<file path="src/rtl/regfile_pkg.sv">
// rtl/regfile_pkg.sv - shared constants and types for the register-file write controller
package regfile_pkg;

  localparam int RF_RWIDTH = 6;
  localparam int RF_DWIDTH = 32;
  localparam int RF_DEPTH  = 2 ** RF_RWIDTH;

  typedef enum logic {
    ST_CLEAR = 1'b0,
    ST_RUN   = 1'b1
  } wr_state_t;

endpackage

</file>
<file path="src/rtl/rr_arbiter2.sv">
// rtl/rr_arbiter2.sv - two-input round-robin arbiter with a single priority pointer
module rr_arbiter2
  import regfile_pkg::*;
(
  input  logic       clk,
  input  logic       rst,
  input  logic [1:0] req,
  input  logic       en,
  output logic [1:0] gnt
);

  // 0: requester 0 wins a tie, 1: requester 1 wins a tie
  logic r_rr_ptr;

  // grant the sole requester, or the pointed-to one when both ask
  always_comb begin
    gnt = 2'b00;
    if (en) begin
      if (req == 2'b11) begin
        gnt = r_rr_ptr ? 2'b10 : 2'b01;
      end else begin
        gnt = req;
      end
    end
  end

  // after a grant, favour the requester that did not get it
  always_ff @(posedge clk) begin
    if (rst) begin
      r_rr_ptr <= 1'b0;
    end else if (gnt[0]) begin
      r_rr_ptr <= 1'b1;
    end else if (gnt[1]) begin
      r_rr_ptr <= 1'b0;
    end
  end

endmodule

</file>
<file path="src/rtl/regfile_wr_ctrl.sv">
// rtl/regfile_wr_ctrl.sv - register-file write port: zero-fill after reset, then arbitrated writeback
module regfile_wr_ctrl
  import regfile_pkg::*;
#(
  parameter int RWIDTH = RF_RWIDTH,
  parameter int DWIDTH = RF_DWIDTH
) (
  input  logic              clk,
  input  logic              rst,
  input  logic              req0_valid,
  input  logic [RWIDTH-1:0] req0_addr,
  input  logic [DWIDTH-1:0] req0_data,
  output logic              req0_ready,
  input  logic              req1_valid,
  input  logic [RWIDTH-1:0] req1_addr,
  input  logic [DWIDTH-1:0] req1_data,
  output logic              req1_ready,
  output logic [RWIDTH-1:0] rf_wa,
  output logic [DWIDTH-1:0] rf_wd,
  output logic              rf_we,
  output logic              init_done
);

  wr_state_t         r_state;
  wr_state_t         w_state_next;
  logic [RWIDTH-1:0] r_clr_cnt;
  logic              w_clr_last;
  logic [1:0]        w_gnt;
  logic              w_run;

  logic [RWIDTH-1:0] r_rf_wa;
  logic [DWIDTH-1:0] r_rf_wd;
  logic              r_rf_we;
  logic [RWIDTH-1:0] w_wa_next;
  logic [DWIDTH-1:0] w_wd_next;
  logic              w_we_next;

  assign w_clr_last = (r_clr_cnt == {RWIDTH{1'b1}});
  assign w_run      = (r_state == ST_RUN);

  rr_arbiter2 u_arb (
    .clk (clk),
    .rst (rst),
    .req ({req1_valid, req0_valid}),
    .en  (w_run),
    .gnt (w_gnt)
  );

  assign req0_ready = w_gnt[0];
  assign req1_ready = w_gnt[1];
  assign init_done  = w_run;
  assign rf_wa      = r_rf_wa;
  assign rf_wd      = r_rf_wd;
  assign rf_we      = r_rf_we;

  // state register
  always_ff @(posedge clk) begin
    if (rst) begin
      r_state <= ST_CLEAR;
    end else begin
      r_state <= w_state_next;
    end
  end

  // leave the clear phase on the edge that issues the top-address write
  always_comb begin
    w_state_next = r_state;
    if ((r_state == ST_CLEAR) && w_clr_last) begin
      w_state_next = ST_RUN;
    end
  end

  // clear address counter; stops at the top address instead of wrapping to 0
  always_ff @(posedge clk) begin
    if (rst) begin
      r_clr_cnt <= {{(RWIDTH-1){1'b0}}, 1'b1};
    end else if ((r_state == ST_CLEAR) && !w_clr_last) begin
      r_clr_cnt <= r_clr_cnt + 1'b1;
    end
  end

  // select what the write port carries next: clear data, a granted request, or nothing
  always_comb begin
    w_wa_next = r_rf_wa;
    w_wd_next = r_rf_wd;
    w_we_next = 1'b0;
    case (r_state)
      ST_CLEAR: begin
        w_wa_next = r_clr_cnt;
        w_wd_next = '0;
        w_we_next = 1'b1;
      end
      ST_RUN: begin
        // address 0 is hardwired zero: the request is consumed but never written
        if (w_gnt[0]) begin
          if (req0_addr != '0) begin
            w_wa_next = req0_addr;
            w_wd_next = req0_data;
            w_we_next = 1'b1;
          end
        end else if (w_gnt[1]) begin
          if (req1_addr != '0) begin
            w_wa_next = req1_addr;
            w_wd_next = req1_data;
            w_we_next = 1'b1;
          end
        end
      end
      default: begin
        w_we_next = 1'b0;
      end
    endcase
  end

  // registered write-port outputs; reset drops any pending write
  always_ff @(posedge clk) begin
    if (rst) begin
      r_rf_wa <= '0;
      r_rf_wd <= '0;
      r_rf_we <= 1'b0;
    end else begin
      r_rf_wa <= w_wa_next;
      r_rf_wd <= w_wd_next;
      r_rf_we <= w_we_next;
    end
  end

endmodule

</file>
<file path="config.mk">
export PLATFORM = sky130hd
export DESIGN_NAME = regfile_wr_ctrl
export DESIGN_NICKNAME = d
export VERILOG_FILES = /design/src/rtl/regfile_pkg.sv /design/src/rtl/rr_arbiter2.sv /design/src/rtl/regfile_wr_ctrl.sv
export SDC_FILE = /design/constraint.sdc
export NUM_CORES = 1
export LEC_CHECK = 0
export BUFFER_PORTS_ARGS = -buffer_cell sky130_fd_sc_hd__buf_2
export CAP_MARGIN = 25
export CORE_ASPECT_RATIO = 1.2
export CORE_MARGIN = 2
export CORE_UTILIZATION = 36
export CTS_CLUSTER_SIZE = 10
export DETAILED_ROUTE_END_ITERATION = 8
export PLACE_DENSITY = 0.65
export SLEW_MARGIN = 20
export SYNTH_ARGS = -nofsm -noshare
export SYNTH_HDL_FRONTEND = slang
export SYNTH_SLANG_ARGS = --single-unit
</file>
<file path="constraint.sdc">
create_clock -name clk -period 3.8 [get_ports clk]
set_clock_uncertainty 0.05 [all_clocks]
set_input_delay 0.19 -clock clk [delete_from_list [all_inputs] [get_ports clk]]
set_output_delay 0.19 -clock clk [all_outputs]
set_load 0.01 [all_outputs]
</file>
==> results of run 1 <==
[sequential cells by signal (all words and copies together) (netlist names)]
| register | flops |
|---|---|
| rf_we | 1 |
| r_clr_cnt | 6 |
| rf_wd | 32 |
| u_arb.r_rr_ptr | 1 |
| init_done | 1 |
| rf_wa | 6 |
[worst min-delay path by stage]
stage,endpoint,slack [ns],cells past startpoint
finish,u_arb.r_rr_ptr,0.24,4
global route,rf_wd[25],0.28,4
CTS,u_arb.r_rr_ptr,0.23,4
detailed placement,rf_wa[3],0.41,2
global placement,rf_wa[4],0.40,2
floorplan,u_arb.r_rr_ptr,0.38,3
[tightest hold or removal path, stage by stage]
cell,delay (ns)
buf_2,0.12
nand2_1,0.10
a21oi_1,0.07
nor2_1,0.07
[logic make-up (layout without fill, tap and decap cells)]
| family | count (synthesis) | in the layout |
|---|---|---|
| compound gates | 66 | 66 |
| xor+xnor | 2 | 2 |
| fa+ha+maj | 1 | 1 |
| buf+inv | 37 | 144 |
| flops | 47 | 47 |
| mux | 33 | 33 |
| simple gates | 126 | 126 |
[metal layers]
metal | up-vias | part of all wire (%) | wire length, um | global-route usage [%]
met5 | - | 0 | 0 | 0
met4 | 0 | 1.7 | 131 | 5.25
met3 | 11 | 5.7 | 431 | 3.91
met2 | 74 | 50 | 3790 | 30.8
met1 | 1229 | 42 | 3180 | 20.1
li1 | 1332 | - | - | -
[synth_stat cells, types with 2 or more instances]
master and n:
a21oi_1 2, a221oi_2 6, a22oi_1 5, a31oi_1 3, buf_4 2, clkbuf_1 23
dfxtp_1 47, inv_1 9, mux2i_1 33, nand2_1 3, nand2b_1 33, nand3_1 2
nor2_1 10, nor2b_1 3, nor3b_1 65, o21ai_0 6, o21bai_1 37, o31ai_1 2
[power by group]
group | total (W) | internal, W | switching, W | leakage (nW)
sequential | 0.000507 | 0.000500 | 0.00000717 | 0.380
combinational | 0.000113 | 0.0000664 | 0.0000463 | 1.07
clock | 0.000367 | 0.000196 | 0.000171 | 0.0581
total | 0.000987 | 0.000762 | 0.000225 | 1.51
[cell type report]
class / instances / area (um2)
multi-input cells: 228 / 1730
clock inverters: 3 / 43.8
fillers: 761 / 4070
repair buffers: 127 / 663
flip-flops and latches: 47 / 941
clock buffers: 5 / 68.8
inverters: 9 / 33.8
well taps: 92 / 115
[stage by stage]
stage / power, W / setup WS [ns]
global route: 0.00103 / 1.29
detailed placement: 0.000631 / 1.45
global placement: 0.000628 / 1.54
finish: 0.000987 / 1.51
CTS: 0.00100 / 1.47
floorplan: 0.000574 / 2.10
==> flow_summary.json, run 1 <==
{
  "cts_sinks": 47,
  "min_from": "req1_valid",
  "overflow": 0,
  "drt_iter0_markers": 110,
  "rsz0062_at_grt": "false",
  "wl_um": 7530,
  "crit_buf_inv": 2,
  "critPathTopFamily": "buffers and inverters",
  "antenna_cells": 0,
  "worstSetupPathType": "register to register",
  "clock_latency_ns": 0.29,
  "synth_top_family_by_area": "simple AND/OR/NAND/NOR gates",
  "layout_common_cells": "121 x buf_2, 65 x nor3b_1, 47 x dfxtp_1",
  "die_w_um": 85.1,
  "numPlacedInstances": 503,
  "p_per_area_nw_per_um2": 274,
  "ff2ff_path_depth": 5,
  "synth.distinct_cells": 39,
  "portBuffers": 121,
  "initial_core_util_pct": 37.1,
  "cpMaxStageDelayCell": "a22o_2",
  "yosys.area.top_type": "dfxtp_1",
  "vias_per_cell": 5.18,
  "cts_tree": "yes",
  "muxShareOfSynthArea_pct": 11.6,
  "cp.depth": 5,
  "leakage_nw": 1.51,
  "min_period_over_period_pct": 60.1,
  "peakVddDrop_mv": 0.209,
  "grt_pass1_vias": 2567,
  "crit_chain": "inv_1 -> nor2_1 -> a22o_2 -> buf_4 -> mux2i_1",
  "cts_setup_buffers": 0,
  "crit_end": "rf_wd[20]",
  "holdWs_ns": 0.241,
  "hold_viol": 0,
  "cts_buffers": 5,
  "ys_seq_area_share_pct": 33.1,
  "synth_area_leaders": "dfxtp_1 33%, nor3b_1 17%, mux2i_1 12%",
  "synth_fa_ha_area_share_pct": 0.441,
  "fin_tns_setup_ns": 0,
  "ys_seq_elements": 47,
  "drc": 0,
  "cts-root-buf": "clkbuf_8",
  "clockBufferDepth": 2,
  "synthesis.area_um2": 2840,
  "status": "finished, final reports clean",
  "maxCapViolations": 0,
  "dieArea_um2": 8620,
  "cts_resized": 0,
  "htreeDepth": 2,
  "slew_viol_final": 0,
  "place_hpwl_um": 5350,
  "rows": 35,
  "synth_top_area_share_pct": 33.1,
  "synth_compound_area_share_pct": 18.4,
  "r2r_setup_slack_ns": 1.51,
  "fin_cells": 511,
  "synth_flop_cell": "dfxtp_1",
  "max_freq_ghz": 0.438,
  "grt_use_total_pct": 17.1,
  "area_growth_pct": 26.7,
  "avgSynthCellArea_um2": 9.10,
  "ant_nets": 0,
  "placed_area_um2": 3480,
  "gp_congestion": 0.749,
  "min_period_ns": 2.29,
  "syn_nets": 393,
  "r2r_start": "init_done",
  "start_kind": "register",
  "timing.rr.end": "rf_wd[20]",
  "hp-class": "input pin to register",
  "crit_fanout": 24,
  "core_um2": 7660,
  "vias": 2646,
  "yosys.area_share.simple_pct": 29.8,
  "drive_gt1_share_pct": 34.8,
  "final_area_um2": 3600,
  "async_reset_ff_share_pct": 0,
  "fin_nets": 499,
  "synth-xor-area-share_pct": 0.617,
  "setup_violations": 0,
  "relSlewSlack_pct": 69.2,
  "final_common_cell": "buf_2",
  "required_ns": 3.98,
  "worstMarginPinSlew_ns": 0.462,
  "grt_pass1_wl_um": 11900,
  "grt_max_degree": 50,
  "die_h_um": 101,
  "cp_data_arrival_time_ns": 2.46,
  "critPathMaxStageDelay_ns": 0.52,
  "cts_hold_buf": 0,
  "critPathCaptureType": "register",
  "path_clk_slew_ns": 0.09,
  "yosys_warnings": 0,
  "netlist_instances": 312,
  "synth-edff-count": 0,
  "avgRoutedWirePerCell_um": 14.7,
  "first_pass_iters": 4,
  "antenna_found_initial": 0,
  "worstSetupStartpoint": "init_done",
  "postLayoutCoreUtil_pct": 46.9,
  "ios": 122
}
Power figures use the tool's default switching activity.
==> run 2: changes to the inputs <==
clock period = 2.4 ns   (was 3.8 ns; I/O delays follow)
==> flow_summary.json, run 2 (synthesis results as in run 1) <==
{
  "core_um2": 7660,
  "required_ns": 2.57,
  "portBuffers": 121,
  "power_frac_comb_pct": 11.3,
  "htreeDepth": 2,
  "layout_common_cells": "121 x buf_2, 65 x nor3b_1, 47 x dfxtp_1",
  "cts_tree": "yes",
  "seq_area_um2": 941,
  "clockPowerShare_pct": 38.3,
  "relSlewSlack_pct": 41.8,
  "report.power.total_w": 0.00159,
  "wl_um": 7730,
  "antenna_found_initial": 0,
  "overflow": 0,
  "min_period_over_period_pct": 82.6,
  "rows": 35,
  "leakage_nw": 1.53,
  "slew_viol_final": 0,
  "cts_setup_buffers": 0,
  "pwr-share-seq_pct": 50.4,
  "max_freq_ghz": 0.504,
  "internal-power_w": 0.00123,
  "area_growth_pct": 27.8,
  "cts_buffers": 5,
  "nFillCells": 733,
  "r2r_start": "init_done",
  "fin_tns_setup_ns": 0,
  "vias_per_cell": 5.16,
  "crit_fanout": 11,
  "crit_buf_inv": 1,
  "critPathCaptureType": "register",
  "dieArea_um2": 8620,
  "grt_use_total_pct": 17.5,
  "grt_pass1_vias": 2628,
  "status": "finished, final reports clean",
  "path_clk_slew_ns": 0.09,
  "cts_hold_buf": 0,
  "place_hpwl_um": 5430,
  "cts-root-buf": "clkbuf_8",
  "avgRoutedWirePerCell_um": 15.1,
  "rsz0062_at_grt": "false",
  "p_per_area_nw_per_um2": 439,
  "critPathTopFamily": "compound AO/OA/AOI/OAI gates",
  "antenna_cells": 0,
  "p_sw_share_pct": 22.5,
  "drive_gt1_share_pct": 35.2,
  "cts_resized": 0,
  "final_common_cell": "buf_2",
  "drc": 0,
  "critPathMaxStageDelay_ns": 0.46,
  "p_sw_w": 0.000359,
  "worstSetupStartpoint": "init_done",
  "setup_violations": 0,
  "min_from": "req1_addr[3]",
  "vias": 2647,
  "worstSetupPathType": "register to register",
  "hold_viol": 0,
  "multi_input_area_um2": 1730,
  "ant_nets": 0,
  "min_period_ns": 1.98,
  "largest_reg_flops": 32,
  "grt_pass1_wl_um": 12200,
  "first_pass_iters": 4,
  "clockBufferDepth": 2,
  "crit_chain": "nand2_1 -> a211o_1 -> a22o_2 -> buf_12 -> a221oi_2",
  "grt_max_degree": 68,
  "maxCapViolations": 0,
  "cpMaxStageDelayCell": "dfxtp_1",
  "start_kind": "register",
  "gp_congestion": 0.790,
  "fin_nets": 501,
  "cts_sinks": 47,
  "peakVddDrop_mv": 0.364,
  "drt_iter0_markers": 108,
  "holdWs_ns": 0.187,
  "ios": 122,
  "initial_core_util_pct": 37.1,
  "die_h_um": 101,
  "die_w_um": 85.1,
  "cp_data_arrival_time_ns": 2.15,
  "hp-class": "input pin to register",
  "worstMarginPinSlew_ns": 0.873,
  "clock_latency_ns": 0.30
}
==> run 2: area by class of cell <==
type / instances / area share [%]
clock buffers: 6 / 2.28
flip-flops and latches: 47 / 25.9
repair buffers: 129 / 19.0
inverters: 9 / 0.931
well taps: 92 / 3.17
clock inverters: 2 / 0.965
multi-input cells: 228 / 47.7
==> run 2: metrics by stage <==
stage          instances  util, %  worst slack (ns)  area [um2]
6_report             513     47.4             0.417        3630
5_1_grt              513     47.4             0.230        3630
4_1_cts              513     47.4             0.436        3630
3_5_place_dp         505     45.8             0.422        3510
3_3_place_gp         505     45.8             0.514        3510
2_1_floorplan        312        -             0.696        2840
==> run 2: worst reg2reg max path, delay by kind of cell (launching register included) <==
kind                   cells  cell delay (ns)
AND/OR/NAND/NOR            1             0.14
AO/OA/AOI/OAI              3             1.04
buffers and inverters      1             0.21
flip-flops                 1             0.46
==> run 2: final timing paths <==
path | endpoint | slack (ns) | cells after the start
setup / recovery | rf_wa[0] | 0.42 | 5
setup reg to reg | rf_wa[0] | 0.42 | 5
hold reg to reg | rf_wa[5] | 0.41 | 2
hold / removal | rf_wa[3] | 0.19 | 3
==> run 2: power groups by stage <==
stage	Sequential, W	Combinational [W]	Clock (W)
after floorplan	0.000820	0.0000896	0
after global placement	0.000821	0.000177	0
after detailed placement	0.000821	0.000178	0
after CTS	0.000803	0.000181	0.000624
after global routing	0.000805	0.000199	0.000652
final	0.000803	0.000179	0.000610
==> run 2: routing by layer <==
layer	global-route usage, %	wire length, um
met1	21.1	3350
met2	31.6	3800
met3	3.34	438
met4	5.01	140
met5	0	0
==> run 3: changes to the inputs <==
PLACE_DENSITY = 0.68   (was 0.65)
clock period = 1.7 ns   (was 2.4 ns; I/O delays follow)
==> flow_summary.json, run 3 (synthesis results as in run 1) <==
{
  "largest_reg_flops": 32,
  "initial_core_util_pct": 37.1,
  "fin_nets": 506,
  "die_w_um": 85.1,
  "max_freq_ghz": 0.620,
  "critPathMaxStageDelay_ns": 0.34,
  "clockBufferDepth": 2,
  "slew_viol_final": 0,
  "htreeDepth": 2,
  "min_period_ns": 1.61,
  "ios": 122,
  "crit_fanout": 16,
  "cts_setup_buffers": 0,
  "numPlacedInstances": 510,
  "start_kind": "register",
  "rsz0062_at_grt": "false",
  "cts_sinks": 47,
  "area_growth_pct": 29.2,
  "overflow": 0,
  "status": "finished, final reports clean",
  "grt_max_degree": 80,
  "hp-class": "input pin to register",
  "setup_violations": 0,
  "holdWs_ns": 0.166,
  "cts_resized": 0,
  "antenna_found_initial": 0,
  "min_period_over_period_pct": 94.9,
  "drc": 0,
  "cts_hold_buf": 0,
  "hold_viol": 0,
  "gp_congestion": 0.770,
  "worstMarginPinSlew_ns": 0.447,
  "rows": 35,
  "leakage_nw": 1.55,
  "cts-root-buf": "clkbuf_8",
  "portBuffers": 121,
  "peakVddDrop_mv": 0.312,
  "drive_gt1_share_pct": 35.5,
  "grt_pass1_wl_um": 12200,
  "avgRoutedWirePerCell_um": 15.1,
  "report.power.total_w": 0.00218,
  "critPathTopFamily": "compound AO/OA/AOI/OAI gates",
  "grt_use_total_pct": 17.5,
  "crit_buf_inv": 1,
  "first_pass_iters": 4,
  "relSlewSlack_pct": 70.2,
  "worstSetupPathType": "register to register",
  "critPathCaptureType": "register",
  "layout_common_cells": "121 x buf_2, 65 x nor3b_1, 47 x dfxtp_1",
  "path_clk_slew_ns": 0.08,
  "cts_tree": "yes",
  "final_common_cell": "buf_2",
  "ant_nets": 0,
  "die_h_um": 101,
  "required_ns": 1.86,
  "wl_um": 7810,
  "p_per_area_nw_per_um2": 593,
  "cts_buffers": 5,
  "fin_tns_setup_ns": 0,
  "vias_per_cell": 5.20,
  "cp_data_arrival_time_ns": 1.77,
  "drt_iter0_markers": 160,
  "place_hpwl_um": 5490,
  "dieArea_um2": 8620,
  "vias": 2686,
  "clock_latency_ns": 0.29,
  "crit_chain": "nand2_1 -> a211o_1 -> a22o_2 -> buf_12 -> a221oi_2",
  "fin_cells": 517,
  "core_um2": 7660,
  "cpMaxStageDelayCell": "dfxtp_1",
  "grt_pass1_vias": 2542,
  "antenna_cells": 0,
  "maxCapViolations": 0
}
run 3: changes by cell type in the layout (fill, tap and decap cells not counted):
cell and delta:
buf_4 +4, clkinv_2 -1, clkbuf_8 -1, buf_12 +1, nor2_4 +1, clkbuf_1 +1, nor2_2 -1
run 3: metal layers:
metal / vias to the layer above / routed length [um] / GRT usage (%)
met5: - / 0 / 0
met4: 0 / 141 / 5.74
met3: 11 / 434 / 3.18
met2: 98 / 3880 / 30.4
met1: 1236 / 3350 / 22.0
li1: 1341 / - / -
run 3: tightest hold or removal path: stages:
cell	delay [ns]
buf_2	0.11
o21ai_0	0.20
a221oi_2	0.07
run 3: metrics by stage:
stage               area (um2)  worst slack, ns  util, %
floorplan                 2850           0.0147        -
global placement          3570           0.0856     46.5
detailed placement        3570           0.0280     46.5
CTS                       3670           0.0690     47.9
global route              3670          0.00137     47.9
finish                    3670           0.0873     47.9
run 3: path summary, 6_finish.rpt:
path                                 end  slack [ns]  depth (start not counted)         start
worst max-delay path            rf_wa[1]        0.09                          5     init_done
worst min-delay path            rf_wa[4]        0.17                          3  req1_addr[4]
worst max register to register  rf_wa[1]        0.09                          5     init_done
worst min register to register  rf_wa[5]        0.42                          2      rf_wa[5]
run 3: final cells by class:
| class | count | area (um2) |
|---|---|---|
| inverter | 9 | 33.8 |
| clock buffer | 6 | 72.6 |
| sequential | 47 | 941 |
| timing repair buffer | 134 | 741 |
| fill | 726 | 3990 |
| multi-input combinational | 228 | 1740 |
| tap | 92 | 115 |
| clock inverter | 1 | 30.0 |
run 3: where the power goes:
group	total, W	leakage (nW)	internal [W]	switching [W]
registers	0.00113	0.380	0.00112	0.0000165
logic	0.000255	1.11	0.000149	0.000106
clock network	0.000789	0.0513	0.000431	0.000358
total	0.00218	1.55	0.00170	0.000481
